## config.mk

```make
export PLATFORM = sky130hd
export DESIGN_NAME = fir_decim_out
export DESIGN_NICKNAME = d
export VERILOG_FILES = /design/src/rtl/fir_pkg.sv /design/src/rtl/sync_fifo.sv /design/src/rtl/fir_decim_out.sv
export SDC_FILE = /design/constraint.sdc
export NUM_CORES = 1
export LEC_CHECK = 0
export ABC_AREA = 1
export CORE_UTILIZATION = 49
export CTS_CLUSTER_SIZE = 28
export DETAILED_ROUTE_END_ITERATION = 10
export HOLD_SLACK_MARGIN = 0.1
export MAX_ROUTING_LAYER = met4
export PLACE_DENSITY = 0.75
export SYNTH_ARGS = -nofsm -noshare
export SYNTH_HDL_FRONTEND = slang
export SYNTH_SLANG_ARGS = --single-unit
```

## constraint.sdc

```tcl
create_clock -name clk -period 1.9 [get_ports clk]
set_clock_uncertainty 0.1 [all_clocks]
set_input_delay 0.285 -clock clk [delete_from_list [all_inputs] [get_ports clk]]
set_output_delay 0.285 -clock clk [all_outputs]
set_load 0.005 [all_outputs]
```

## src/rtl/fir_pkg.sv

```systemverilog
// Shared FIR definitions.
// Purpose: keeps the filter and its output stage on the same default widths,
// and provides the round/shift/saturate helper used by the output stage.
// Contents:
//   W_X, W_K, N, W_Y, W_O  default filter and output widths
//   y_sample_t, out_sample_t  signed sample types at the default widths
//   round_sat()  round half toward +inf, arithmetic shift, clip to W_O bits
package fir_pkg;

    localparam int W_X = 8;
    localparam int W_K = 3;
    localparam int N   = 5;
    localparam int W_Y = 17;
    localparam int W_O = 8;

    typedef logic signed [W_Y-1:0] y_sample_t;
    typedef logic signed [W_O-1:0] out_sample_t;

    // value holds the clipped result sign-extended to 32 bits; callers keep
    // the low w_o bits.
    typedef struct packed {
        logic        sat;
        logic [31:0] value;
    } round_sat_t;

    // The working width is one bit wider than any supported input, so the
    // rounding add cannot wrap.
    function automatic round_sat_t round_sat(input logic signed [31:0] value,
                                             input int shift,
                                             input int w_o);
        logic signed [32:0] ext;
        logic signed [32:0] sum;
        logic signed [32:0] r;
        logic signed [32:0] max_v;
        logic signed [32:0] min_v;
        round_sat_t         res;
        ext = {value[31], value};
        if (shift > 0) begin
            sum = ext + (33'sd1 <<< (shift - 1));
        end else begin
            sum = ext;
        end
        r     = sum >>> shift;
        max_v = (33'sd1 <<< (w_o - 1)) - 33'sd1;
        min_v = -(33'sd1 <<< (w_o - 1));
        res.sat   = 1'b0;
        res.value = r[31:0];
        if (r > max_v) begin
            res.sat   = 1'b1;
            res.value = max_v[31:0];
        end else if (r < min_v) begin
            res.sat   = 1'b1;
            res.value = min_v[31:0];
        end
        return res;
    endfunction

endpackage

```

## src/rtl/sync_fifo.sv

```systemverilog
// Synchronous FIFO with registered storage.
// Purpose: small buffer between the output stage and a valid/ready consumer.
// Ports:
//   clk, rst      clock and synchronous active-high reset
//   push, wr_data write request and data (ignored when full unless popping)
//   pop           read request (ignored when empty)
//   rd_data       head entry
//   full, empty   occupancy flags
//   count         number of stored entries, 0..DEPTH
module sync_fifo #(
    parameter int WIDTH = 8,
    parameter int DEPTH = 4,
    localparam int CNT_W = $clog2(DEPTH + 1)
) (
    input  logic             clk,
    input  logic             rst,
    input  logic             push,
    input  logic [WIDTH-1:0] wr_data,
    input  logic             pop,
    output logic [WIDTH-1:0] rd_data,
    output logic             full,
    output logic             empty,
    output logic [CNT_W-1:0] count
);

    localparam int PTR_W = (DEPTH > 1) ? $clog2(DEPTH) : 1;

    logic [WIDTH-1:0] mem [DEPTH];
    logic [PTR_W-1:0] wr_ptr;
    logic [PTR_W-1:0] rd_ptr;
    logic             do_push;
    logic             do_pop;

    assign full    = (count == CNT_W'(DEPTH));
    assign empty   = (count == '0);
    assign do_pop  = pop && !empty;
    // A pop frees the slot in the same edge, so a full FIFO can still accept.
    assign do_push = push && (!full || do_pop);
    assign rd_data = mem[rd_ptr];

    // Storage is written without reset; empty masks stale contents.
    always_ff @(posedge clk) begin
        if (do_push) begin
            mem[wr_ptr] <= wr_data;
        end
    end

    // Pointers wrap naturally because DEPTH is a power of two.
    always_ff @(posedge clk) begin
        if (rst) begin
            wr_ptr <= '0;
            rd_ptr <= '0;
            count  <= '0;
        end else begin
            if (do_push) begin
                wr_ptr <= wr_ptr + 1'b1;
            end
            if (do_pop) begin
                rd_ptr <= rd_ptr + 1'b1;
            end
            case ({do_push, do_pop})
                2'b10:   count <= count + 1'b1;
                2'b01:   count <= count - 1'b1;
                default: count <= count;
            endcase
        end
    end

endmodule

```

## src/rtl/fir_decim_out.sv

```systemverilog
// FIR output stage.
// Purpose: decimates the full-precision filter output by D, rounds and shifts
// it down to W_O bits with saturation, buffers the results and presents them
// on a valid/ready stream.
// Ports:
//   clk, rst          clock and synchronous active-high reset
//   in_valid, y       new filter sample this cycle
//   m_ready           consumer accepts m_data this cycle
//   m_valid, m_data   output stream (head of the FIFO)
//   sat               sticky: a kept sample was clipped
//   overflow          sticky: a kept sample was dropped on a full FIFO
module fir_decim_out #(
    parameter int W_Y   = fir_pkg::W_Y,
    parameter int W_O   = fir_pkg::W_O,
    parameter int SHIFT = 6,
    parameter int D     = 2,
    parameter int DEPTH = 4
) (
    input  logic                  clk,
    input  logic                  rst,
    input  logic                  in_valid,
    input  logic signed [W_Y-1:0] y,
    input  logic                  m_ready,
    output logic                  m_valid,
    output logic signed [W_O-1:0] m_data,
    output logic                  sat,
    output logic                  overflow
);

    import fir_pkg::*;

    localparam int PHASE_W = (D > 1) ? $clog2(D) : 1;
    localparam int CNT_W   = $clog2(DEPTH + 1);

    logic [PHASE_W-1:0] phase;
    logic               keep;
    logic signed [31:0] y_wide;
    round_sat_t         rs;

    logic               stage_valid;
    logic [W_O-1:0]     stage_data;

    logic               fifo_pop;
    logic [W_O-1:0]     fifo_rd_data;
    logic               fifo_full;
    logic               fifo_empty;
    logic [CNT_W-1:0]   fifo_count;

    assign keep   = in_valid && (phase == '0);
    assign y_wide = 32'(y);
    assign rs     = round_sat(y_wide, SHIFT, W_O);

    // Phase only moves on valid samples, so idle cycles never shift which
    // sample is kept.
    always_ff @(posedge clk) begin
        if (rst) begin
            phase <= '0;
        end else if (in_valid) begin
            if (phase == PHASE_W'(D - 1)) begin
                phase <= '0;
            end else begin
                phase <= phase + 1'b1;
            end
        end
    end

    // Stage register breaks the path from y to the FIFO; sat is flagged as
    // soon as the clipped sample is captured.
    always_ff @(posedge clk) begin
        if (rst) begin
            stage_valid <= 1'b0;
            stage_data  <= '0;
            sat         <= 1'b0;
        end else begin
            stage_valid <= keep;
            if (keep) begin
                stage_data <= rs.value[W_O-1:0];
                if (rs.sat) begin
                    sat <= 1'b1;
                end
            end
        end
    end

    // A full FIFO still accepts when the consumer pops in the same cycle, so
    // only a push without a pop counts as a drop.
    always_ff @(posedge clk) begin
        if (rst) begin
            overflow <= 1'b0;
        end else if (stage_valid && fifo_full && !fifo_pop) begin
            overflow <= 1'b1;
        end
    end

    assign fifo_pop = m_valid && m_ready;

    sync_fifo #(
        .WIDTH (W_O),
        .DEPTH (DEPTH)
    ) u_fifo (
        .clk     (clk),
        .rst     (rst),
        .push    (stage_valid),
        .wr_data (stage_data),
        .pop     (fifo_pop),
        .rd_data (fifo_rd_data),
        .full    (fifo_full),
        .empty   (fifo_empty),
        .count   (fifo_count)
    );

    // Storage is not reset, so the head is masked to zero while empty.
    assign m_valid = !fifo_empty;
    assign m_data  = fifo_empty ? '0 : $signed(fifo_rd_data);

endmodule

```

==> impl_metrics.toml <==
[clocking]
h-tree-depth = 2
cts_buffer_depth = 2
clk_latency_ps = 300
cts.sinks = 53
path_clk_slew_ps = 90
cts_buffers = 5
clockRootBuffer = "clkbuf_8"
cts_tree = "built"

[run_status]
violations = "setup timing"
status = "finished, violations left"

[worst_setup_path]
crit_type = "register to register"
reg2regPathDepth = 11
endpoint = "u_fifo.count[2]"
ff2ff_setup_slack_ps = -50
worstPathRequired_ps = 2000
timing.rr.start = "u_fifo.count[1]"
regToRegEndpoint = "u_fifo.count[2]"
critical_path.endpoint_type = "register"
cp-startpoint = "u_fifo.count[1]"
worstPathArrival_ps = 2040
startpoint_type = "register"
crit_fanout = 3

[sta]
period_minus_slack_ps = 1950
grt_setup_unrepaired = "yes"
min_period_over_period_pct = 102
slew_headroom_pct = 71.9
fin_ws_ps = -47.2
setup-tns-final_ps = -47.2
fmax_mhz = 514
final_max_slew_viol_count = 0
setup-violations-final = 1
hold_violations = 0
worst_slew_pin_slew_ps = 422
whs_ps = 356

[place]
io_buffers = 26
placed_cell_area_mm2 = 0.00306
pre_cts_ws_ps = -353
dpl.cell_count = 387
place_hpwl_um = 3580
gp_congestion = 0.815

[cells_and_area]
fin_util_pct = 69.6
most-common-layout-cells = "nor2_1, buf_4, nand2_1"
antenna_cells = 0
layout.nets = 359
synthToLayoutAreaGrowth_pct = 35.4
layout_commonest_cell = "nor2_1"
drive_gt1_share_pct = 28.0
fin_area_mm2 = 0.00331
final_cells = 399

[synth]
synth_top_area_share_pct = 39.3
synthAdderAreaFrac_pct = 3.89
yosys_warnings = 0
synth_nets = 292
synthMuxAreaShare_pct = 0
ys_types = 26
yosysSeqAreaShare_pct = 56.6
synth_top_family_by_area = "simple AND/OR/NAND/NOR gates"
synth.largest_area_cell = "edfxtp_1"
syn_area_mm2 = 0.00244
synthCells = 264
synth-simple-area-share_pct = 18.9
synth_compound_area_share_pct = 13.1
synth-xor-area-share_pct = 2.15
syn_area_per_cell_um2 = 9.25
synth.area.top_cells = "edfxtp_1, dfxtp_1, nor2_1, o21ai_0, nand2_1"
ys_seq_elements = 53

[power_and_ir_drop]
p_leak_nw = 1.38
power_density_mw_per_mm2 = 995
fin_total_pwr_mw = 3.29
irDropWorstVdd_mv = 0.590

[drt]
antenna_left = 0
wl_per_cell_um = 12.8
vias = 1998
vias_per_cell = 5.01
drc_errors = 0
dr.pass1.iters = 4
wl_um = 5100
drtIter0Drc = 127

[global_route]
grt_pass1_vias = 1924
grt_antenna_before_repair = 0
grt_overflow_total = 0
grt_pass1_wl_um = 8190
grt_max_degree = 17
grt_use_total_pct = 21.5

[die]
dieArea_mm2 = 0.00527
die_w_um = 72.6
core_mm2 = 0.00475
ios = 32
start_util_pct = 51.4
rows = 25
die_h_um = 72.6

[hold_path]
hold_class = "register to register"

[flow_run]
cap_violations = 0
## power breakdown
group | internal [mW] | total [mW] | switching (mW) | leakage (nW)
clock | 0.470 | 0.825 | 0.355 | 0.0663
combinational | 0.526 | 1.06 | 0.539 | 0.840
sequential | 1.32 | 1.40 | 0.0777 | 0.473
## layer usage
| metal | vias to the layer above | track usage, % | share of wire (%) |
|---|---|---|---|
| met1 | 931 | 22.4 | 39 |
| met5 | - | - | 0 |
| met2 | 50 | 38.4 | 54 |
| met3 | 9 | 2.90 | 4.7 |
| li1 | 1008 | - | - |
| met4 | 0 | 13.1 | 1.6 |
## flip-flops by register name, summed over array words and instances (netlist names), named ones only
register       cells
u_fifo.mem        32
stage_data         8
u_fifo.count       3
u_fifo.rd_ptr      2
u_fifo.wr_ptr      2
overflow           1
phase              1
sat                1
stage_valid        1
## critical path: stages, from the launching register on
cell and delay, ps:
dfxtp_4 360, nor2_4 150, nand3_2 80, and2_4 150, inv_4 60, ha_4 120, inv_2 50, fa_2 370
a21oi_2 150, o21ai_2 70, o21ai_1 120, a21oi_1 60
## what timing repair did
action,4_1_cts,5_1_grt
setup buffers,2,2
cloned,0,0
hold buffers,0,0
setup endpoints to repair,15,12
pin swaps,9,13
resized for setup,25,29
## worst min-delay path by stage
| stage | start | end | slack, ps | depth (start not counted) |
|---|---|---|---|---|
| global placement | overflow | overflow | 340 | 2 |
| finish | overflow | overflow | 360 | 2 |
| global route | overflow | overflow | 380 | 2 |
| detailed placement | sat | sat | 350 | 2 |
| floorplan | rst | overflow | 250 | 1 |
| CTS | overflow | overflow | 360 | 2 |
## cell usage after synthesis
master,instances
nor2_1,44
nand2_1,36
edfxtp_1,32
o21ai_0,31
inv_1,27
a21oi_1,26
dfxtp_1,21
ha_1,6
nand3_1,6
xor2_1,5
nand2_2,4
nand3_2,4
nor2_2,4
a21oi_2,2
buf_1,2
clkbuf_1,2
inv_2,2
nand4_1,2
a21oi_4,1
and2_1,1
buf_2,1
clkinv_1,1
fa_1,1
nand2_4,1
nor2_4,1
xnor2_1,1
## final cells by class
class,instances,area (um2)
multi-input combinational,176,1020
timing repair buffer,65,559
clock inverter,2,35.0
sequential,53,1390
fill,359,1450
clock buffer,6,93.8
tap,67,83.8
inverter,30,123
## cell families (layout without fill, tap and decap cells)
kind of cell	count (synthesis)	count (layout)
AND/OR/NAND/NOR	103	103
AO/OA/AOI/OAI	60	60
flip-flops	53	53
buffers and inverters	35	103
adder cells (fa/ha/maj)	7	7
XOR/XNOR	6	6
No activity file was read; power rests on OpenSTA's default activity.
